--- src/rtl/rs_int_scheduler_if.sv ---
// Dispatch/issue/status bundle between the integer RS scheduler and its neighbours.
// master = scheduler side, slave = dispatch stage, RS lines and FU side.
interface rs_int_scheduler_if #(
    parameter int unsigned LINE_NUM        = 8,
    parameter int unsigned LINE_ADDR_WIDTH = 3
);
    logic                       flush;
    logic                       dispatch_valid;
    logic                       dispatch_ready;
    logic [LINE_NUM-1:0]        write_en;
    logic [LINE_NUM-1:0]        line_ready;
    logic                       issue_valid;
    logic                       issue_ready;
    logic [LINE_ADDR_WIDTH-1:0] issue_sel;
    logic [LINE_NUM-1:0]        issue_en;
    logic [LINE_NUM-1:0]        busy;
    logic [LINE_ADDR_WIDTH:0]   free_count;

    modport master (
        input  flush, dispatch_valid, line_ready, issue_ready,
        output dispatch_ready, write_en, issue_valid, issue_sel, issue_en, busy, free_count
    );

    modport slave (
        output flush, dispatch_valid, line_ready, issue_ready,
        input  dispatch_ready, write_en, issue_valid, issue_sel, issue_en, busy, free_count
    );
endinterface

--- src/rtl/rs_int_scheduler.sv ---
// Integer RS allocation/issue scheduler: lowest-free allocation, one issue per cycle.
// Define RS_AGE_ORDER_EN for oldest-first issue via an age matrix; default is lowest-index issue.
module rs_int_scheduler #(
    parameter int unsigned LINE_NUM        = 8,
    parameter int unsigned LINE_ADDR_WIDTH = 3
) (
    input  logic               clk,
    input  logic               rst,
    rs_int_scheduler_if.master bus
);

    localparam int unsigned CNT_W = LINE_ADDR_WIDTH + 1;

    logic [LINE_NUM-1:0]        busy_q, busy_d;
    logic [LINE_NUM-1:0]        cand;
    logic [LINE_ADDR_WIDTH-1:0] alloc_idx;
    logic                       alloc_hit;
    logic [LINE_ADDR_WIDTH-1:0] sel_idx;
    logic                       sel_hit;
    logic [CNT_W-1:0]           free_cnt;
    logic                       dispatch_fire;
    logic                       issue_fire;

    assign cand = busy_q & bus.line_ready;

    always_comb begin
        alloc_idx = '0;
        alloc_hit = 1'b0;
        free_cnt  = CNT_W'(LINE_NUM);
        for (int unsigned i = 0; i < LINE_NUM; i++) begin
            free_cnt = free_cnt - CNT_W'(busy_q[i]);
            if (!alloc_hit && !busy_q[i]) begin
                alloc_idx = LINE_ADDR_WIDTH'(i);
                alloc_hit = 1'b1;
            end
        end
    end

    assign bus.dispatch_ready = (free_cnt != '0) && !bus.flush;
    assign dispatch_fire      = bus.dispatch_valid && bus.dispatch_ready;
    assign bus.issue_valid    = (|cand) && !bus.flush;
    assign issue_fire         = bus.issue_valid && bus.issue_ready;
    assign bus.issue_sel      = sel_idx;
    assign bus.busy           = busy_q;
    assign bus.free_count     = free_cnt;

    always_comb begin
        bus.write_en = '0;
        bus.issue_en = '0;
        for (int unsigned i = 0; i < LINE_NUM; i++) begin
            bus.write_en[i] = dispatch_fire && (alloc_idx == LINE_ADDR_WIDTH'(i));
            bus.issue_en[i] = issue_fire && (sel_idx == LINE_ADDR_WIDTH'(i));
        end
    end

    // Write and issue strobes never target the same line: one hits a free line, the other a busy one.
    always_comb begin
        busy_d = (busy_q | bus.write_en) & ~bus.issue_en;
        if (bus.flush) begin
            busy_d = '0;
        end
    end

    always_ff @(posedge clk) begin
        if (!rst) begin
            busy_q <= '0;
        end else begin
            busy_q <= busy_d;
        end
    end

`ifdef RS_AGE_ORDER_EN
    // older_q[i][j] set means line j was allocated before line i; stale bits of freed lines are masked by cand.
    logic [LINE_NUM-1:0] older_q [LINE_NUM];
    logic [LINE_NUM-1:0] older_d [LINE_NUM];

    always_comb begin
        for (int unsigned i = 0; i < LINE_NUM; i++) begin
            older_d[i] = older_q[i];
        end
        if (dispatch_fire) begin
            for (int unsigned i = 0; i < LINE_NUM; i++) begin
                older_d[i][alloc_idx] = 1'b0;
            end
            older_d[alloc_idx] = busy_q;
        end
        if (bus.flush) begin
            for (int unsigned i = 0; i < LINE_NUM; i++) begin
                older_d[i] = '0;
            end
        end
    end

    always_ff @(posedge clk) begin
        if (!rst) begin
            for (int unsigned i = 0; i < LINE_NUM; i++) begin
                older_q[i] <= '0;
            end
        end else begin
            for (int unsigned i = 0; i < LINE_NUM; i++) begin
                older_q[i] <= older_d[i];
            end
        end
    end

    always_comb begin
        sel_idx = '0;
        sel_hit = 1'b0;
        for (int unsigned i = 0; i < LINE_NUM; i++) begin
            if (!sel_hit && cand[i] && ((older_q[i] & cand) == '0)) begin
                sel_idx = LINE_ADDR_WIDTH'(i);
                sel_hit = 1'b1;
            end
        end
    end
`else
    always_comb begin
        sel_idx = '0;
        sel_hit = 1'b0;
        for (int unsigned i = 0; i < LINE_NUM; i++) begin
            if (!sel_hit && cand[i]) begin
                sel_idx = LINE_ADDR_WIDTH'(i);
                sel_hit = 1'b1;
            end
        end
    end
`endif

endmodule

--- src/flat_wrapper.sv ---
// flat-port wrapper written by rule: the top's interface ports become plain ports
module rs_int_scheduler_flat 
#(
    parameter int unsigned LINE_NUM        = 8,
    parameter int unsigned LINE_ADDR_WIDTH = 3
)
  (clk, rst, bus_flush, bus_dispatch_valid, bus_line_ready, bus_issue_ready, bus_dispatch_ready, bus_write_en, bus_issue_valid, bus_issue_sel, bus_issue_en, bus_busy, bus_free_count);
  rs_int_scheduler_if #(.LINE_NUM(LINE_NUM), .LINE_ADDR_WIDTH(LINE_ADDR_WIDTH)) bus_i ();
  input  logic clk;
  input  logic rst;
  input wire logic [$bits(bus_i.flush)-1:0] bus_flush;
  input wire logic [$bits(bus_i.dispatch_valid)-1:0] bus_dispatch_valid;
  input wire logic [$bits(bus_i.line_ready)-1:0] bus_line_ready;
  input wire logic [$bits(bus_i.issue_ready)-1:0] bus_issue_ready;
  output wire logic [$bits(bus_i.dispatch_ready)-1:0] bus_dispatch_ready;
  output wire logic [$bits(bus_i.write_en)-1:0] bus_write_en;
  output wire logic [$bits(bus_i.issue_valid)-1:0] bus_issue_valid;
  output wire logic [$bits(bus_i.issue_sel)-1:0] bus_issue_sel;
  output wire logic [$bits(bus_i.issue_en)-1:0] bus_issue_en;
  output wire logic [$bits(bus_i.busy)-1:0] bus_busy;
  output wire logic [$bits(bus_i.free_count)-1:0] bus_free_count;
  assign bus_i.flush = bus_flush;
  assign bus_i.dispatch_valid = bus_dispatch_valid;
  assign bus_i.line_ready = bus_line_ready;
  assign bus_i.issue_ready = bus_issue_ready;
  assign bus_dispatch_ready = bus_i.dispatch_ready;
  assign bus_write_en = bus_i.write_en;
  assign bus_issue_valid = bus_i.issue_valid;
  assign bus_issue_sel = bus_i.issue_sel;
  assign bus_issue_en = bus_i.issue_en;
  assign bus_busy = bus_i.busy;
  assign bus_free_count = bus_i.free_count;
  rs_int_scheduler #(.LINE_NUM(LINE_NUM), .LINE_ADDR_WIDTH(LINE_ADDR_WIDTH)) u_core (.clk(clk), .rst(rst), .bus(bus_i));
endmodule
--- config.mk ---
export PLATFORM = sky130hd
export DESIGN_NAME = rs_int_scheduler_flat
export DESIGN_NICKNAME = d
export VERILOG_FILES = /design/src/rtl/rs_int_scheduler_if.sv /design/src/rtl/rs_int_scheduler.sv /design/src/flat_wrapper.sv
export SDC_FILE = /design/constraint.sdc
export NUM_CORES = 1
export LEC_CHECK = 0
export BUFFER_PORTS_ARGS = -buffer_cell sky130_fd_sc_hd__buf_2
export CORE_UTILIZATION = 25
export DETAILED_ROUTE_END_ITERATION = 10
export SLEW_MARGIN = 20
export SYNTH_ARGS = -nofsm -noshare
export SYNTH_HDL_FRONTEND = slang
export SYNTH_SLANG_ARGS = --single-unit
--- constraint.sdc ---
create_clock -name clk -period 4.7 [get_ports clk]
set_input_delay 0.94 -clock clk [delete_from_list [all_inputs] [get_ports clk]]
set_output_delay 0.94 -clock clk [all_outputs]
set_load 0.005 [all_outputs]
==> results.json <==
{
  "leakage_nw": 0.615,
  "io_pins": 46,
  "die_area_sq_um": 3840,
  "post-synth-top-area-cell": "dfxtp_1",
  "clk_latency_ns": 0.26,
  "rsz0062_at_grt": "false",
  "clockBufferDepth": 2,
  "diodes": 0,
  "relSlewSlack_pct": 75.0,
  "cts.htree.levels": 1,
  "synth_flop_cell": "dfxtp_1",
  "grt-ovfl-total": 0,
  "drv_slew": 0,
  "initial_core_util_pct": 26.5,
  "finalCritPeriodShare_pct": 94.4,
  "min_from": "u_core.bus.busy[3]",
  "cts_hold_repair.buffers": 0,
  "synth.most_common_cell": "nand2_1",
  "die_y_microns": 62.0,
  "synth_cell_type_count": 35,
  "yosys_register_bits": 8,
  "syn_to_final_growth_pct": 36.7,
  "wire_per_inst_microns": 13.0,
  "drt-total-wl_mm": 2.62,
  "core_sq_um": 3390,
  "crit_family": "adder cells",
  "root_buffer": "clkbuf_4",
  "critPathLaunchType": "register",
  "dr.pass1.iters": 4,
  "cp.arrival_ns": 3.49,
  "totalNegativeSetupSlack_ns": 0,
  "synth_edf_count": 0,
  "avgSynthCellArea_sq_um": 8.41,
  "setup_viol": 0,
  "synth_nets": 131,
  "layout-drive-gt1-share_pct": 44.2,
  "crit_buf_inv": 3,
  "status": "finished, final reports clean",
  "dp_hpwl_mm": 2.18,
  "yosysTopAreaCellShare_pct": 17.8,
  "grt_usage_pct": 14.4,
  "synth-async-reset-ratio_pct": 0,
  "max_freq_mhz": 225,
  "yosys_warnings": 0,
  "vias": 966,
  "grt_pass1_vias": 844,
  "fp.dieW_microns": 62.0,
  "cp_cell_sequence": "inv_1, fa_1, ha_1, fa_1, fa_1, inv_1, ha_1, nor3b_2, nor3_2, nand3_1, nor4_1, buf_2",
  "hold_violations": 0,
  "cp_common_cell": "fa_1",
  "portBuffers": 45,
  "cts_tree": "done",
  "critical_path_required_ns": 3.76,
  "final.fill_count": 373,
  "timing.hold.ws_ns": 0.595,
  "ys_top_cells_by_area": "dfxtp_1, ha_1, fa_1",
  "largest_reg_flops": 8,
  "clkTransAtPathRegs_ns": 0.06,
  "nNetsFinal": 182,
  "gp_congestion": 0.870,
  "max_cap_viol_count": 0,
  "synth_area_sq_um": 900,
  "cp_slowest_cell": "fa_1",
  "cts_buffers": 3,
  "hold_class": "register to register",
  "viasPerCell": 4.78,
  "crit_path_end_kind": "output pin",
  "skew_ns": 0.00105,
  "grt_max_degree": 9,
  "tightest_slew_ns": 0.374,
  "ant_nets": 0,
  "synthTopCellsByCount": "nand2_1, inv_1, a21oi_1",
  "period_minus_slack_ns": 4.43,
  "clkSinkCount": 8,
  "critPathMaxFanout": 8,
  "powerDensity_nw_per_um2": 121,
  "grt_pass1_wl_mm": 4.00,
  "critPathMaxStageDelay_ns": 0.54,
  "drc": 0,
  "synth_cells": 107,
  "r2r_start": "u_core.bus.busy[4]",
  "irDropWorstVdd_mv": 0.0817,
  "rows": 21,
  "antenna_found_initial": 0,
  "worstSetupStartpoint": "u_core.bus.busy[4]",
  "ys_seq_area_share_pct": 17.8,
  "dr.first_iter.drc_count": 39,
  "path_class": "register to output pin"
}
cell families (layout without fill, tap and decap cells):
kind of cell	Yosys count	count (layout)	share of synthesized area, %
compound gates	21	21	19.1
simple gates	57	57	40.3
fa+ha+maj	11	11	18.6
buf+inv	10	59	4.17
flops	8	8	17.8
layout make-up:
type	instances	area, sq um	area share, %
Multi-Input combinational cell	89	718	58.4
Timing Repair Buffer	46	233	18.9
Sequential cell	8	161	13.1
Inverter	10	37.5	3.05
Tap cell	46	57.6	4.68
Clock buffer	3	22.5	1.83
layout by cell type (no fill, tap or decap), types with 2 or more instances in the layout:
| cell type | n |
|---|---|
| a21oi_1 | 9 |
| a22oi_4 | 2 |
| and3_1 | 4 |
| and3_4 | 2 |
| buf_2 | 45 |
| clkbuf_4 | 3 |
| dfxtp_1 | 7 |
| fa_1 | 4 |
| ha_1 | 7 |
| inv_1 | 10 |
| nand2_1 | 16 |
| nand2b_1 | 2 |
| nand3_1 | 4 |
| nor2_1 | 8 |
| nor2b_1 | 2 |
| nor3_1 | 4 |
| nor3_2 | 3 |
| o21a_1 | 2 |
per-layer routing:
layer	part of all wire, %	track usage [%]
met1	50	22.0
met2	41	19.8
met3	8.9	4.76
met4	0.42	1.90
met5	0	0
final timing paths:
| kind | endpoint | slack, ns | cells past startpoint |
|---|---|---|---|
| hold reg to reg | u_core.bus.busy[3] | 0.60 | 2 |
| setup / recovery | bus_write_en[7] | 0.27 | 12 |
| setup reg to reg | u_core.bus.busy[6] | 1.27 | 12 |
| hold / removal | u_core.bus.busy[3] | 0.60 | 2 |
where the power goes:
group / internal, mW / switching, mW
clock: 0.0295 / 0.0270
combinational: 0.0102 / 0.0136
sequential: 0.0681 / 0.000828
worst register-to-register path: stages, from the launching register on:
cell	delay, ns
dfxtp_1	0.47
inv_1	0.10
fa_1	0.47
ha_1	0.23
fa_1	0.48
fa_1	0.45
inv_1	0.08
ha_1	0.14
nor3b_2	0.29
nor3_2	0.12
nand3_1	0.18
nor2_1	0.07
o221a_1	0.24
metrics by stage:
step	instance area [sq um]	power, mW	setup WS, ns	utilization [%]	instances
floorplan	900	0.0815	0.622	-	107
global placement	1190	0.0939	0.417	35.1	199
detailed placement	1190	0.0939	0.373	35.1	199
CTS	1210	0.150	0.0662	35.8	202
global route	1230	0.159	0.00395	36.3	202
finish	1230	0.149	0.265	36.3	202
timing repair:
action,in CTS,in global routing
gates resized for setup,0,4
buffers inserted,0,0
setup endpoints to repair,0,4
No activity file was read; power rests on OpenSTA's default activity.
